## src/rtl/posit_packer_pkg.sv

```systemverilog
// Shared types and constants for the posit packer: FSM states, default geometry,
// and the maxpos/minpos/NaR bit patterns as constant functions.
package posit_pkg;

  typedef enum logic [2:0] {
    ST_IDLE   = 3'd0,
    ST_REGIME = 3'd1,
    ST_EXP    = 3'd2,
    ST_FRAC   = 3'd3,
    ST_FINAL  = 3'd4,
    ST_DONE   = 3'd5
  } state_t;

  localparam int DEF_BITS = 32;
  localparam int DEF_ES   = 3;

  // Patterns are built 64 bits wide; callers cast down to their posit width.
  function automatic logic [63:0] posit_maxpos(input int bits);
    return (64'd1 << (bits - 1)) - 64'd1;
  endfunction

  function automatic logic [63:0] posit_minpos(input int bits);
    return (bits > 1) ? 64'd1 : 64'd0;
  endfunction

  function automatic logic [63:0] posit_nar(input int bits);
    return 64'd1 << (bits - 1);
  endfunction

endpackage

```

## src/rtl/posit_packer_round.sv

```systemverilog
// Combinational finishing stage: optional round-to-nearest-even, clamp, minpos
// forcing, sign negation and special-value selection. POSIT_PACKER_ROUND_EN enables rounding.
module posit_round
  import posit_pkg::*;
#(
  parameter int BITS = DEF_BITS
) (
`ifdef POSIT_PACKER_ROUND_EN
  input  logic            i_guard,
  input  logic            i_sticky,
`endif
  input  logic [BITS-2:0] i_mag,
  input  logic            i_sign,
  input  logic            i_zero,
  input  logic            i_nar,
  input  logic            i_clamp_max,
  input  logic            i_clamp_min,
  output logic [BITS-1:0] o_data
);

  localparam logic [BITS-2:0] MAG_MAX = (BITS-1)'(posit_maxpos(BITS));
  localparam logic [BITS-2:0] MAG_MIN = (BITS-1)'(posit_minpos(BITS));
  localparam logic [BITS-1:0] NAR     = BITS'(posit_nar(BITS));
  localparam logic [BITS-1:0] ONE     = BITS'(1);

  logic [BITS-2:0] w_mag;
  logic [BITS-1:0] w_pos;
  logic [BITS-1:0] w_val;

  // Magnitude finishing: round, clamp, then keep nonzero operands off zero.
  always_comb begin
    w_mag = i_mag;
`ifdef POSIT_PACKER_ROUND_EN
    if (i_guard && (i_sticky || i_mag[0]) && (i_mag != MAG_MAX)) begin
      w_mag = i_mag + MAG_MIN;
    end else begin
      w_mag = i_mag;
    end
`endif
    if (i_clamp_max) begin
      w_mag = MAG_MAX;
    end else if (i_clamp_min) begin
      w_mag = MAG_MIN;
    end else if (w_mag == '0) begin
      w_mag = MAG_MIN;
    end else begin
      w_mag = w_mag;
    end
  end

  // Sign application and special-value override (NaR beats zero).
  always_comb begin
    w_pos  = {1'b0, w_mag};
    w_val  = i_sign ? (~w_pos + ONE) : w_pos;
    o_data = w_val;
    if (i_nar) begin
      o_data = NAR;
    end else if (i_zero) begin
      o_data = '0;
    end else begin
      o_data = w_val;
    end
  end

endmodule

```

## src/rtl/posit_packer.sv

```systemverilog
// Bit-serial posit packer: emits regime, exponent and fraction one magnitude bit per
// cycle, then finishes in posit_round. POSIT_PACKER_ROUND_EN enables rounding.
module posit_packer
  import posit_pkg::*;
#(
  parameter int BITS = DEF_BITS,
  parameter int ES   = DEF_ES
) (
  input  logic            clk,
  input  logic            rst_n,
  input  logic            in_valid,
  output logic            in_ready,
  input  logic            in_sign,
  input  logic            in_zero,
  input  logic            in_nar,
  input  logic [BITS-1:0] in_seed,
  input  logic [ES-1:0]   in_exp,
  input  logic [BITS-1:0] in_frac,
  output logic            out_valid,
  input  logic            out_ready,
  output logic [BITS-1:0] out_data
);

  localparam int CW = $clog2(BITS) + 1;
  localparam int EW = $clog2(ES + 1);
  localparam logic signed [BITS-1:0] K_MAX = BITS'(BITS - 2);
  localparam logic signed [BITS-1:0] K_MIN = BITS'(-(BITS - 1));

  state_t          r_state;
  state_t          w_next;
  logic            r_in_ready;
  logic            r_out_valid;
  logic [BITS-1:0] r_out_data;
  logic [CW-1:0]   r_pos;
  logic [BITS-2:0] r_mag;
  logic            r_v;
  logic [CW-1:0]   r_run;
  logic [ES-1:0]   r_exp;
  logic [EW-1:0]   r_ecnt;
  logic [BITS-1:0] r_frac;
  logic            r_sign;
  logic            r_zero;
  logic            r_nar;
  logic            r_cmax;
  logic            r_cmin;
  logic            r_hold;
`ifdef POSIT_PACKER_ROUND_EN
  logic            r_term;
`endif

  logic            w_accept;
  logic            w_special;
  logic            w_retire;
  logic            w_last;
  logic            w_bit;
  logic            w_cmax;
  logic            w_cmin;
  logic [CW-1:0]   w_k_lo;
  logic [CW-1:0]   w_run_init;
  logic [BITS-1:0] w_round;

  assign w_accept  = in_valid & r_in_ready;
  assign w_special = in_nar | in_zero;
  assign w_retire  = r_out_valid & out_ready;
  assign w_last    = (r_pos == CW'(0));
  assign w_cmax    = ($signed(in_seed) >= K_MAX);
  assign w_cmin    = ($signed(in_seed) <= K_MIN);
  assign w_k_lo    = in_seed[CW-1:0];

  assign in_ready  = r_in_ready;
  assign out_valid = r_out_valid;
  assign out_data  = r_out_data;

  // Regime run length; unclamped k is small enough to live in CW bits.
  always_comb begin
    w_run_init = CW'(0);
    if (w_cmax || w_cmin) begin
      w_run_init = CW'(BITS);
    end else if (!in_seed[BITS-1]) begin
      w_run_init = w_k_lo + CW'(1);
    end else begin
      w_run_init = CW'(0) - w_k_lo;
    end
  end

  // Next-state and emitted-bit selection.
  always_comb begin
    w_next = r_state;
    w_bit  = 1'b0;
    case (r_state)
      ST_IDLE: begin
        if (w_accept) begin
          w_next = w_special ? ST_FINAL : ST_REGIME;
        end else begin
          w_next = ST_IDLE;
        end
      end
      ST_REGIME: begin
        w_bit = (r_run != CW'(0)) ? r_v : ~r_v;
        if (w_last) begin
          w_next = ST_FINAL;
        end else if (r_run == CW'(0)) begin
          w_next = ST_EXP;
        end else begin
          w_next = ST_REGIME;
        end
      end
      ST_EXP: begin
        w_bit = r_exp[ES-1];
        if (w_last) begin
          w_next = ST_FINAL;
        end else if (r_ecnt == EW'(1)) begin
          w_next = ST_FRAC;
        end else begin
          w_next = ST_EXP;
        end
      end
      ST_FRAC: begin
        w_bit = r_frac[BITS-1];
        if (w_last) begin
          w_next = ST_FINAL;
        end else begin
          w_next = ST_FRAC;
        end
      end
      ST_FINAL: begin
        // Specials dwell one extra cycle here for a fixed two-cycle latency.
        if (r_hold) begin
          w_next = ST_FINAL;
        end else begin
          w_next = ST_DONE;
        end
      end
      ST_DONE: begin
        if (w_retire) begin
          w_next = ST_IDLE;
        end else begin
          w_next = ST_DONE;
        end
      end
      default: begin
        w_next = ST_IDLE;
      end
    endcase
  end

  // State register with handshake flags decoded from the next state.
  always_ff @(posedge clk or negedge rst_n) begin
    if (!rst_n) begin
      r_state     <= ST_IDLE;
      r_in_ready  <= 1'b1;
      r_out_valid <= 1'b0;
    end else begin
      r_state     <= w_next;
      r_in_ready  <= (w_next == ST_IDLE);
      r_out_valid <= (w_next == ST_DONE);
    end
  end

  // Operand capture, serial emission and result register.
  always_ff @(posedge clk or negedge rst_n) begin
    if (!rst_n) begin
      r_out_data <= '0;
      r_pos      <= '0;
      r_mag      <= '0;
      r_v        <= 1'b0;
      r_run      <= '0;
      r_exp      <= '0;
      r_ecnt     <= '0;
      r_frac     <= '0;
      r_sign     <= 1'b0;
      r_zero     <= 1'b0;
      r_nar      <= 1'b0;
      r_cmax     <= 1'b0;
      r_cmin     <= 1'b0;
      r_hold     <= 1'b0;
`ifdef POSIT_PACKER_ROUND_EN
      r_term     <= 1'b0;
`endif
    end else begin
      case (r_state)
        ST_IDLE: begin
          if (w_accept) begin
            r_pos  <= CW'(BITS - 2);
            r_mag  <= '0;
            r_v    <= ~in_seed[BITS-1];
            r_run  <= w_run_init;
            r_exp  <= in_exp;
            r_ecnt <= EW'(ES);
            r_frac <= in_frac;
            r_sign <= in_sign;
            r_zero <= in_zero;
            r_nar  <= in_nar;
            r_cmax <= w_cmax;
            r_cmin <= w_cmin;
            r_hold <= w_special;
`ifdef POSIT_PACKER_ROUND_EN
            r_term <= 1'b1;
`endif
          end
        end
        ST_REGIME: begin
          r_mag <= {r_mag[BITS-3:0], w_bit};
          r_pos <= r_pos - CW'(1);
          if (r_run != CW'(0)) begin
            r_run <= r_run - CW'(1);
          end else begin
`ifdef POSIT_PACKER_ROUND_EN
            r_term <= 1'b0;
`else
            r_run <= r_run;
`endif
          end
        end
        ST_EXP: begin
          r_mag  <= {r_mag[BITS-3:0], w_bit};
          r_pos  <= r_pos - CW'(1);
          r_exp  <= r_exp << 1;
          r_ecnt <= r_ecnt - EW'(1);
        end
        ST_FRAC: begin
          r_mag  <= {r_mag[BITS-3:0], w_bit};
          r_pos  <= r_pos - CW'(1);
          r_frac <= r_frac << 1;
        end
        ST_FINAL: begin
          r_hold <= 1'b0;
          if (w_next == ST_DONE) begin
            r_out_data <= w_round;
          end
        end
        ST_DONE: begin
          r_hold <= 1'b0;
        end
        default: begin
          r_hold <= 1'b0;
        end
      endcase
    end
  end

`ifdef POSIT_PACKER_ROUND_EN
  logic          w_guard;
  logic          w_sticky;
  logic [ES-1:0] w_exp_tail;

  assign w_exp_tail = r_exp << 1;

  // Guard is the first bit that was not emitted; sticky ORs everything behind it.
  always_comb begin
    w_guard  = 1'b0;
    w_sticky = 1'b0;
    if (r_run != CW'(0)) begin
      w_guard  = r_v;
      w_sticky = ((r_run > CW'(1)) & r_v) | (r_term & ~r_v) | (|r_exp) | (|r_frac);
    end else if (r_term) begin
      w_guard  = ~r_v;
      w_sticky = (|r_exp) | (|r_frac);
    end else if (r_ecnt != EW'(0)) begin
      w_guard  = r_exp[ES-1];
      w_sticky = (|w_exp_tail) | (|r_frac);
    end else begin
      w_guard  = r_frac[BITS-1];
      w_sticky = |r_frac[BITS-2:0];
    end
  end
`endif

  posit_round #(
    .BITS(BITS)
  ) u_round (
`ifdef POSIT_PACKER_ROUND_EN
    .i_guard     (w_guard),
    .i_sticky    (w_sticky),
`endif
    .i_mag       (r_mag),
    .i_sign      (r_sign),
    .i_zero      (r_zero),
    .i_nar       (r_nar),
    .i_clamp_max (r_cmax),
    .i_clamp_min (r_cmin),
    .o_data      (w_round)
  );

endmodule

```

## config.mk

```make
export PLATFORM = sky130hd
export DESIGN_NAME = posit_packer
export DESIGN_NICKNAME = d
export VERILOG_FILES = /design/src/rtl/posit_packer_pkg.sv /design/src/rtl/posit_packer_round.sv /design/src/rtl/posit_packer.sv
export SDC_FILE = /design/constraint.sdc
export NUM_CORES = 1
export LEC_CHECK = 0
export CAP_MARGIN = 20
export CORE_UTILIZATION = 35
export CTS_BUF_LIST = sky130_fd_sc_hd__clkbuf_8
export DETAILED_ROUTE_END_ITERATION = 12
export HOLD_SLACK_MARGIN = 0.1
export PLACE_DENSITY = 0.59
export SLEW_MARGIN = 20
export SYNTH_ARGS = -nofsm -noshare
export SYNTH_HDL_FRONTEND = slang
export SYNTH_SLANG_ARGS = --single-unit
```

## constraint.sdc

```tcl
create_clock -name clk -period 2.7 [get_ports clk]
set_input_delay 0.54 -clock clk [delete_from_list [all_inputs] [get_ports clk]]
set_output_delay 0.54 -clock clk [all_outputs]
set_load 0.02 [all_outputs]
```

==> impl_summary.txt, run 1 <==
----------------------------------------------------
[Die]
  Count of boundary I/O pins ... roughly 110
  Vertical extent of the die ... 141 um
  Die width ... 141 um
  FP Rows ... 50
  Overall die area ... 20000 um^2
  Core area ... between 15000 and 20000 um^2
  Effective utilization at floorplan ... 36.0%

[Timing]
  Worst slew pin tran ... 0.567 ns
  Clk_skew ... 0.0133 ns
  Unrepaired setup endpoints after global routing ... true
  Worst Hold Margin ... 0.478 ns
  Final worst path period need ... 2.62 ns
  Headroom to the max-slew limit ... 61.7%
  Achievable Freq ... 381 MHz
  Final sum of negative setup slack ... 0 ns
  Hold Fails Final Rpt ... 0
  Share of the clock period used by the worst path ... 97.1%
  Final setup violation count ... 0
  Number of pins with negative max-slew slack in the final report ... 0

[CTS]
  Clock latency on the worst-skew pair ... 0.46 ns
  Maximum level of the CTS H-tree ... 4
  Clock tree from TritonCTS ... built
  Longest Clk Path Bufs ... 2
  Root buf cell ... clkbuf_8
  Num Clock Sinks ... 124
  Number of CTS-inserted buffers ... 17
  Clock-pin slew reported for the worst setup and hold paths after clock tree synthesis ... 0.08 ns

[Drt]
  Antenna-violating nets left ... 0
  Vias per Instance ... 5.22
  Wire length per cell ... 14.8 um
  Vias ... between 6000 and 7000
  Detailed Routing Iterations Pass 1 ... 5
  Overall routed net length ... 18600 um
  Detailed router's first-iteration violation count ... 562
  DRC ... 0

[Finish]
  Net total in the final layout ... around 1100
  Number of diodes ... 0
  Share of final-layout standard cells stronger than drive strength 1 ... 13.6%
  Total area of multi-input combinational cells ... ~3500 um^2
  Layout fillers ... 1895
  Leading cell type in the layout, fill and taps excluded ... nand2_1
  Synthesis-to-finish area growth ... 33.5%
  Seq. cell area ... 3100 um^2
  Leading cell types in the layout, fill and taps excluded ... 167 x nand2_1, 123 x dfrtp_1, 106 x clkdlybuf4s50_1
  Non-filler instance count after layout ... 1250

[Power]
  Internal power component ... 0.00598 W
  Power per cell area ... 1170 nW/um^2
  IR drop worst, VDD ... 416 uV
  Fraction of power consumed by combinational cells ... 53.5%
  Pleak ... 3.97 nW
  Clock power share ... 15.8%
  NetSw ... 0.00463 W
  Relative contribution of sequential cells to total power ... a little under a third
  Switching fraction of total power ... a little over two fifths

[Placement]
  Placer's final routability congestion estimate ... 0.863
  Number of buffer cells added on primary ports ... ~110
  Final HPWL DP ... 13300 um
  Post-placement cell count ... 1216

[Yosys]
  Most used flip-flop cell after synthesis ... dfrtp_1
  Flip-flop and latch count after synthesis ... between 100 and 150
  Total of warnings raised by yosys ... 0
  Post-Syn Area per Cell ... 8.18 um^2
  Mapped Nets ... 915
  Number of enable flip-flop cells after synthesis ... 0
  Distinct cells, synth ... 56
  Netlist area before placement ... 6800 um^2
  Proportion of synthesized flip-flops having asynchronous set or reset ... 100%
  Post-synthesis cell count ... 832
  Sequential fraction of the synthesis area ... 45.6%

[Critical path]
  Kind of launch point of the worst setup path ... flop
  Kind of critical path ... reg -> reg
  Req. time, crit path ... 3.05 ns
  Type of element capturing the critical path ... flop
  CP Max Fanout ... 6
  Data arrival time at the worst-slack endpoint ... 2.97 ns

[Hold path]
  Class of the tightest hold or removal check ... reg -> reg

[Global route]
  Number of global-route vias before repair ... between 6000 and 7000
  Wire length of the first global-routing pass ... between 30000 and 40000 um
  Initial antenna violation count ... 0
  GRT Total Usage ... 20.1%
  Pin count of the biggest net entering global routing ... 44
  Remaining global-route overflow ... 0

[Run]
  Number of maximum-capacitance violations ... 0

[Run status]
  Outcome ... complete, no violations

----------------------------------------------------
[worst max-delay path, cell delays in order (launching register included)]
cell and delay (ns):
dfrtp_1 0.41, nor4_4 0.32, nand4_1 0.17, or3_4 0.40
nor3_2 0.13, nor2_1 0.09, ha_2 0.20, o21a_4 0.14
a31o_2 0.25, a21oi_2 0.12, o21ai_1 0.07, a22o_1 0.21
[sequential cells by signal, summed over array words and instances, names as in the netlist, 2 cells and up]
register	flops
r_ecnt	2
r_exp	3
r_run	6
r_state	3
out_data	32
r_mag	31
r_pos	6
r_frac	32
[repair_timing]
| item | 4_1_cts | 5_1_grt |
|---|---|---|
| endpoints found under the hold margin | 30 | 0 |
| pin swaps | 3 | 3 |
| hold buffers | 1 | 0 |
| resized for setup | 8 | 6 |
| setup endpoints to repair | 7 | 11 |
| setup buffers | 0 | 1 |
[layout make-up]
| class | instances | area share (%) |
|---|---|---|
| Inverter | 15 | 0.620 |
| Clock inverter | 15 | 1.82 |
| Tap cell | 260 | 3.58 |
| Sequential cell | 124 | 34.2 |
| Multi-Input combinational cell | 634 | 38.4 |
| Clock buffer | 17 | 2.58 |
| Timing Repair Buffer | 185 | 18.8 |
[Yosys cell counts (4+ instances only)]
cell type  count  share of area, %
mux2i_1        4              0.59
or2_2          4              0.37
o21ai_0       61               4.5
or4_1          7              0.77
and3_1         6              0.55
nand2_1      168               9.3
or3_1         10              0.92
buf_1          7              0.39
nor2_1        68               3.8
nand3_1       42               3.1
dfrtp_1      123                45
nor4_1        18               1.7
nand4_1       13               1.2
buf_2          4              0.29
nor3_1        23               1.7
clkbuf_1      47               2.6
nand2b_1       7              0.64
o211ai_1       5              0.55
a31oi_1       40               3.7
a21oi_1       58               4.3
nand3b_1       4              0.44
a22oi_1        6              0.66
xor2_1         7              0.90
a211oi_1       4              0.44
ha_1           9               1.7
nor2b_1        5              0.46
xnor2_1       15               1.9
o31ai_1       12               1.3
inv_1         15              0.83
[routing by layer]
layer / up-vias / share of wire [%] / GRT usage [%]
met4: 0 / 1.7 / 6.68
met3: 27 / 4.5 / 4.18
met2: 182 / 45 / 30.3
met1: 3059 / 49 / 28.7
met5: - / 0 / 0
li1: 3253 / - / -
[metrics by stage]
step / utilization, % / total power [W] / instance area (um^2) / setup slack [ns]
detailed placement: 45.5 / 0.00877 / 8600 / -0.122
CTS: 47.9 / 0.0105 / 9050 / 0.0259
finish: 48.1 / 0.0106 / 9080 / 0.0776
global placement: 45.5 / 0.00873 / 8600 / -0.0613
global route: 48.1 / 0.0115 / 9080 / -0.0401
floorplan: - / 0.00661 / 6800 / 0.00378
[power groups by stage]
stage               sequential, W  combinational (W)  clock, W
global placement          0.00325            0.00549         0
detailed placement        0.00324            0.00552         0
CTS                       0.00324            0.00560   0.00172
floorplan                 0.00341            0.00321         0
global route              0.00337            0.00634   0.00181
finish                    0.00325            0.00568   0.00168
[logic make-up (layout without fill, tap and decap cells)]
kind of cell | after synthesis | count (layout) | share of synthesized area [%]
AO/OA/AOI/OAI | 217 | 217 | 19.2
XOR/XNOR | 22 | 22 | 2.83
adder cells (fa/ha/maj) | 9 | 9 | 1.66
buffers and inverters | 74 | 232 | 4.27
flip-flops | 124 | 124 | 45.6
multiplexers | 4 | 4 | 0.589
AND/OR/NAND/NOR | 382 | 382 | 25.8
[final timing paths]
path | start | endpoint | slack [ns] | cells after the start
min | out_data[19] | out_data[19] | 0.48 | 2
min in group asynchronous | rst_n | out_data[27] | 0.58 | 2
min reg2reg | out_data[19] | out_data[19] | 0.48 | 2
max | r_mag[11] | out_data[14] | 0.08 | 11
max reg2reg | r_mag[11] | out_data[14] | 0.08 | 11
max in group asynchronous | rst_n | in_ready | 1.42 | 3
(Power assumes the default switching activity.)
==> run 2: changes to the inputs <==
--- a/config.mk
+++ b/config.mk
@@ -6,6 +6,7 @@
 export NUM_CORES = 1
 export LEC_CHECK = 0
 export CAP_MARGIN = 20
+export CORE_MARGIN = 8
 export CORE_UTILIZATION = 35
 export CTS_BUF_LIST = sky130_fd_sc_hd__clkbuf_8
 export DETAILED_ROUTE_END_ITERATION = 12
==> impl_summary.txt, run 2 (same netlist as run 1, synthesis figures left out) <==
----------------------------------------------------
[Run status]
  Outcome ... complete, no violations

[Power]
  Pleak ... approximately 4 nW
  Power consumption ... 0.0107 W
  IR drop worst, VDD ... 410 uV
  Power per cell area ... 1180 nW/um^2

[Die]
  Effective utilization at floorplan ... 35.3%
  Overall die area ... 24200 um^2
  Die width ... 155 um
  FP Rows ... 51
  Core area ... 19300 um^2
  Vertical extent of the die ... 155 um
  Count of boundary I/O pins ... approximately 110

[Run]
  Number of maximum-capacitance violations ... 0

[Placement]
  Post-placement cell count ... 1222
  Final HPWL DP ... approximately 14000 um
  Placer's final routability congestion estimate ... approximately 0.85
  DP Area ... between 8000 and 9000 um^2
  Number of buffer cells added on primary ports ... 107

[Timing]
  Share of the clock period used by the worst path ... 96.4%
  Final worst path period need ... around 2.6 ns
  Worst Hold Margin ... 0.479 ns
  Headroom to the max-slew limit ... 62.7%
  Hold Fails Final Rpt ... 0
  Final setup violation count ... 0
  Worst slew pin tran ... between 0.5 and 0.6 ns
  Achievable Freq ... 384 MHz
  Number of pins with negative max-slew slack in the final report ... 0
  Final sum of negative setup slack ... 0 ns
  Clk_skew ... 0.0107 ns
  Unrepaired setup endpoints after global routing ... true

[CTS]
  Clock tree from TritonCTS ... built
  Num Clock Sinks ... between 100 and 150
  Clock-pin slew reported for the worst setup and hold paths after clock tree synthesis ... roughly 0.08 ns
  Clock latency on the worst-skew pair ... between 0.4 and 0.5 ns
  Maximum level of the CTS H-tree ... 4
  Root buf cell ... clkbuf_8
  Longest Clk Path Bufs ... 2
  Number of CTS-inserted buffers ... 17

[Finish]
  Synthesis-to-finish area growth ... 34.4%
  Leading cell type in the layout, fill and taps excluded ... nand2_1
  Net total in the final layout ... 1063
  Share of final-layout standard cells stronger than drive strength 1 ... 14.2%
  Non-filler instance count after layout ... 1258
  Number of diodes ... 0
  Leading cell types in the layout, fill and taps excluded ... 167 x nand2_1, 123 x dfrtp_1, 106 x clkdlybuf4s50_1
  Design Area, Final ... 9140 um^2

[Global route]
  Pin count of the biggest net entering global routing ... between 40 and 50
  Wire length of the first global-routing pass ... 32000 um
  GRT Total Usage ... 16.2%
  Initial antenna violation count ... 0
  Remaining global-route overflow ... 0
  Number of global-route vias before repair ... 6417

[Drt]
  Antenna-violating nets left ... 0
  Vias per Instance ... 5.20
  Overall routed net length ... between 15000 and 20000 um
  Vias ... roughly 6500
  Detailed router's first-iteration violation count ... ~310
  Wire length per cell ... roughly 15 um
  DRC ... 0
  Detailed Routing Iterations Pass 1 ... 5

[Critical path]
  Data arrival time at the worst-slack endpoint ... 2.94 ns
  Type of element capturing the critical path ... flop
  Req. time, crit path ... 3.04 ns
  Kind of critical path ... reg -> reg
  CP Max Fanout ... 4
  Kind of launch point of the worst setup path ... flop

[Hold path]
  Class of the tightest hold or removal check ... reg -> reg

----------------------------------------------------
[run 2: cell types whose count changed in the layout (fill, tap and decap cells not counted), sizes merged]
cell	previous run	this run
buf	78	81
bufinv	2	3
clkinv	6	4
inv	19	20
[run 2: power breakdown]
part,switching (W),internal [W],total [W],leakage (nW)
Sequential,0.000565,0.00268,0.00324,1.57
Clock,0.000856,0.000929,0.00178,0.204
Combinational,0.00326,0.00247,0.00572,2.22
Total,0.00468,0.00607,0.0107,3.99
[run 2: layer usage]
layer	global-route usage (%)	wire, um
met2	26.7	9070
met4	4.34	231
met1	20.7	9010
met5	0	0
met3	4.30	1040
[run 2: critical path, stage by stage, from the launching register on]
cell and delay (ns):
dfrtp_1 0.40, nor4_2 0.27, buf_4 0.16, nand3_2 0.09, or3_4 0.42, nor3_4 0.13
nor2_2 0.06, ha_2 0.19, o21a_4 0.14, a31o_2 0.25, a21oi_2 0.13, o21ai_1 0.07
a22o_1 0.20
[run 2: cell type report]
| type | count | area [um^2] |
|---|---|---|
| Timing Repair Buffer | 188 | 1720 |
| Clock buffer | 17 | 234 |
| Multi-Input combinational cell | 634 | 3510 |
| Inverter | 15 | 56.3 |
| Tap cell | 265 | 332 |
| Clock inverter | 15 | 188 |
| Sequential cell | 124 | 3100 |
| Fill cell | 1948 | 10100 |
[run 2: stage by stage]
step	utilization (%)	setup WS, ns
finish	47.4	0.0960
global route	47.4	-0.0121
CTS	47.1	0.0305
detailed placement	44.6	-0.126
global placement	44.6	-0.0465
floorplan	-	0.00378
[run 2: path summary, 6_finish.rpt]
check | startpoint | to | slack [ns] | cells after the start
min in group asynchronous | rst_n | out_data[31] | 0.58 | 2
max in group asynchronous | rst_n | out_data[2] | 1.48 | 3
worst min register to register | out_data[2] | out_data[2] | 0.48 | 2
worst max-delay path | r_mag[24] | out_data[14] | 0.1 | 12
worst max register to register | r_mag[24] | out_data[14] | 0.1 | 12
worst min-delay path | out_data[2] | out_data[2] | 0.48 | 2
[run 2: what timing repair did]
item / in CTS / in global routing
gates cloned: 0 / 0
hold buffers: 1 / 0
endpoints found under the hold margin: 27 / 0
pin swaps: 2 / 5
resized for setup: 5 / 13
endpoints found under the setup margin: 7 / 13
buffers inserted: 1 / 2
==> run 3: changes to the inputs <==
--- a/config.mk
+++ b/config.mk
@@ -6,9 +6,10 @@
 export NUM_CORES = 1
 export LEC_CHECK = 0
 export CAP_MARGIN = 20
+export CORE_ASPECT_RATIO = 0.6
 export CORE_MARGIN = 8
 export CORE_UTILIZATION = 35
-export CTS_BUF_LIST = sky130_fd_sc_hd__clkbuf_8
+export CTS_BUF_LIST = sky130_fd_sc_hd__clkbuf_2 sky130_fd_sc_hd__clkbuf_4 sky130_fd_sc_hd__clkbuf_8
 export DETAILED_ROUTE_END_ITERATION = 12
 export HOLD_SLACK_MARGIN = 0.1
 export PLACE_DENSITY = 0.59
==> impl_summary.txt, run 3 (same netlist as run 1, synthesis figures left out) <==
----------------------------------------------------
[Run status]
  Outcome ... complete, no violations

[Critical path]
  CP Max Fanout ... 6
  Kind of launch point of the worst setup path ... flop
  Data arrival time at the worst-slack endpoint ... 3.00 ns
  Type of element capturing the critical path ... flop
  Req. time, crit path ... 3.04 ns
  Kind of critical path ... reg -> reg

[Die]
  Vertical extent of the die ... 124 um
  Core area ... 19000 um^2
  Die width ... 196 um
  FP Rows ... 39
  Count of boundary I/O pins ... around 110
  Effective utilization at floorplan ... a little over a third
  Overall die area ... 24300 um^2

[Global route]
  Remaining global-route overflow ... 0
  Wire length of the first global-routing pass ... 33600 um
  Number of global-route vias before repair ... 6201
  Initial antenna violation count ... 0
  GRT Total Usage ... 17.1%
  Pin count of the biggest net entering global routing ... a little over 70

[Placement]
  Placer's final routability congestion estimate ... 0.877
  Post-placement cell count ... 1201
  Final HPWL DP ... 14600 um
  Number of buffer cells added on primary ports ... between 100 and 150

[Run]
  Number of maximum-capacitance violations ... 0

[CTS]
  Clock tree from TritonCTS ... built
  Clock latency on the worst-skew pair ... 0.44 ns
  Clock-pin slew reported for the worst setup and hold paths after clock tree synthesis ... 0.09 ns
  Root buf cell ... clkbuf_8
  Maximum level of the CTS H-tree ... 4
  Longest Clk Path Bufs ... 2
  Hold-fix buffers at CTS ... 0
  Num Clock Sinks ... 124
  Number of CTS-inserted buffers ... 17

[Finish]
  Number of diodes ... 0
  Non-filler instance count after layout ... 1240
  Core Util, Final ... 47.9%
  Synthesis-to-finish area growth ... 34.1%
  Leading cell type in the layout, fill and taps excluded ... nand2_1
  Share of final-layout standard cells stronger than drive strength 1 ... 13.9%
  Leading cell types in the layout, fill and taps excluded ... 167 x nand2_1, 123 x dfrtp_1, 106 x clkdlybuf4s50_1
  Net total in the final layout ... 1064

[Timing]
  Number of pins with negative max-slew slack in the final report ... 0
  Worst slew pin tran ... 0.719 ns
  Worst Hold Margin ... 0.0987 ns
  Clk_skew ... 0.0169 ns
  Achievable Freq ... 376 MHz
  Headroom to the max-slew limit ... 51.5%
  Final setup violation count ... 0
  Share of the clock period used by the worst path ... 98.5%
  Unrepaired setup endpoints after global routing ... true
  Hold Fails Final Rpt ... 0
  Final worst path period need ... 2.66 ns

[Power]
  Pleak ... roughly 4 nW
  Power consumption ... 0.0111 W
  IR drop worst, VDD ... roughly 470 uV
  Power per cell area ... approximately 1200 nW/um^2

[Drt]
  Antenna-violating nets left ... 0
  Vias ... about 6600
  Detailed router's first-iteration violation count ... 599
  Vias per Instance ... 5.33
  Wire length per cell ... 16.5 um
  Overall routed net length ... 20500 um
  Detailed Routing Iterations Pass 1 ... 5
  DRC ... 0

[Hold path]
  Class of the tightest hold or removal check ... in -> async

----------------------------------------------------
[run 3: changes by cell type in the layout (fill, tap and decap cells not counted), sizes merged]
cell         previous run  this run
inv                    20        24
clkinvlp                3         0
buf                    81        83
clkinv                  4         2
bufinv                  3         4
dlygate4sd3             1         0
[run 3: repair_timing]
action,4_1_cts,5_1_grt
resized for setup,6,8
setup endpoints to repair,13,13
buffers inserted,4,3
pin swaps,2,4
[run 3: metal layers]
metal | share of wire [%] | GRT usage [%] | routed length, um | up-vias
li1 | - | - | - | 3271
met4 | 0.87 | 3.87 | 178 | 0
met3 | 7.5 | 4.32 | 1550 | 17
met1 | 53 | 26.9 | 10800 | 3095
met2 | 39 | 22.6 | 7950 | 229
met5 | 0 | 0 | 0 | -
[run 3: through the flow]
step,instance area (um^2),setup slack (ns),TNS [ns]
2_1_floorplan,6800,0.00378,0
3_3_place_gp,8550,-0.222,-1.39
3_5_place_dp,8550,-0.226,-1.77
4_1_cts,9070,0.0210,0
5_1_grt,9120,-0.145,-0.768
6_report,9120,0.0397,0
[run 3: cell type report]
cell class	count	area (um^2)
Inverter	15	56.3
Tap cell	246	308
Clock inverter	15	226
Clock buffer	17	234
Fill cell	1840	9910
Timing Repair Buffer	189	1710
Sequential cell	124	3100
Multi-Input combinational cell	634	3480
[run 3: power breakdown]
part	internal, W	switching (W)	leakage [nW]
sequential	0.00267	0.000556	1.57
combinational	0.00249	0.00339	2.21
clock	0.00105	0.000905	0.234
[run 3: worst max-delay path, cell delays in order (launching register included)]
cell,delay (ns)
dfrtp_1,0.41
nor4_4,0.28
buf_4,0.16
nand4_1,0.13
or3_4,0.43
nor3_4,0.13
nor2_2,0.06
ha_2,0.19
o21a_4,0.15
a31o_4,0.24
a21oi_2,0.13
o21ai_1,0.07
a22o_1,0.19
[run 3: final timing paths]
path                                end  depth (start not counted)  slack [ns]         from
max in group asynchronous      in_ready                          2        1.82        rst_n
max reg2reg                out_data[14]                         12        0.04    r_mag[17]
min                        out_data[23]                          1         0.1        rst_n
min in group clk            out_data[1]                          2        0.48  out_data[1]
max                        out_data[14]                         12        0.04    r_mag[17]
min reg2reg                 out_data[1]                          2        0.48  out_data[1]
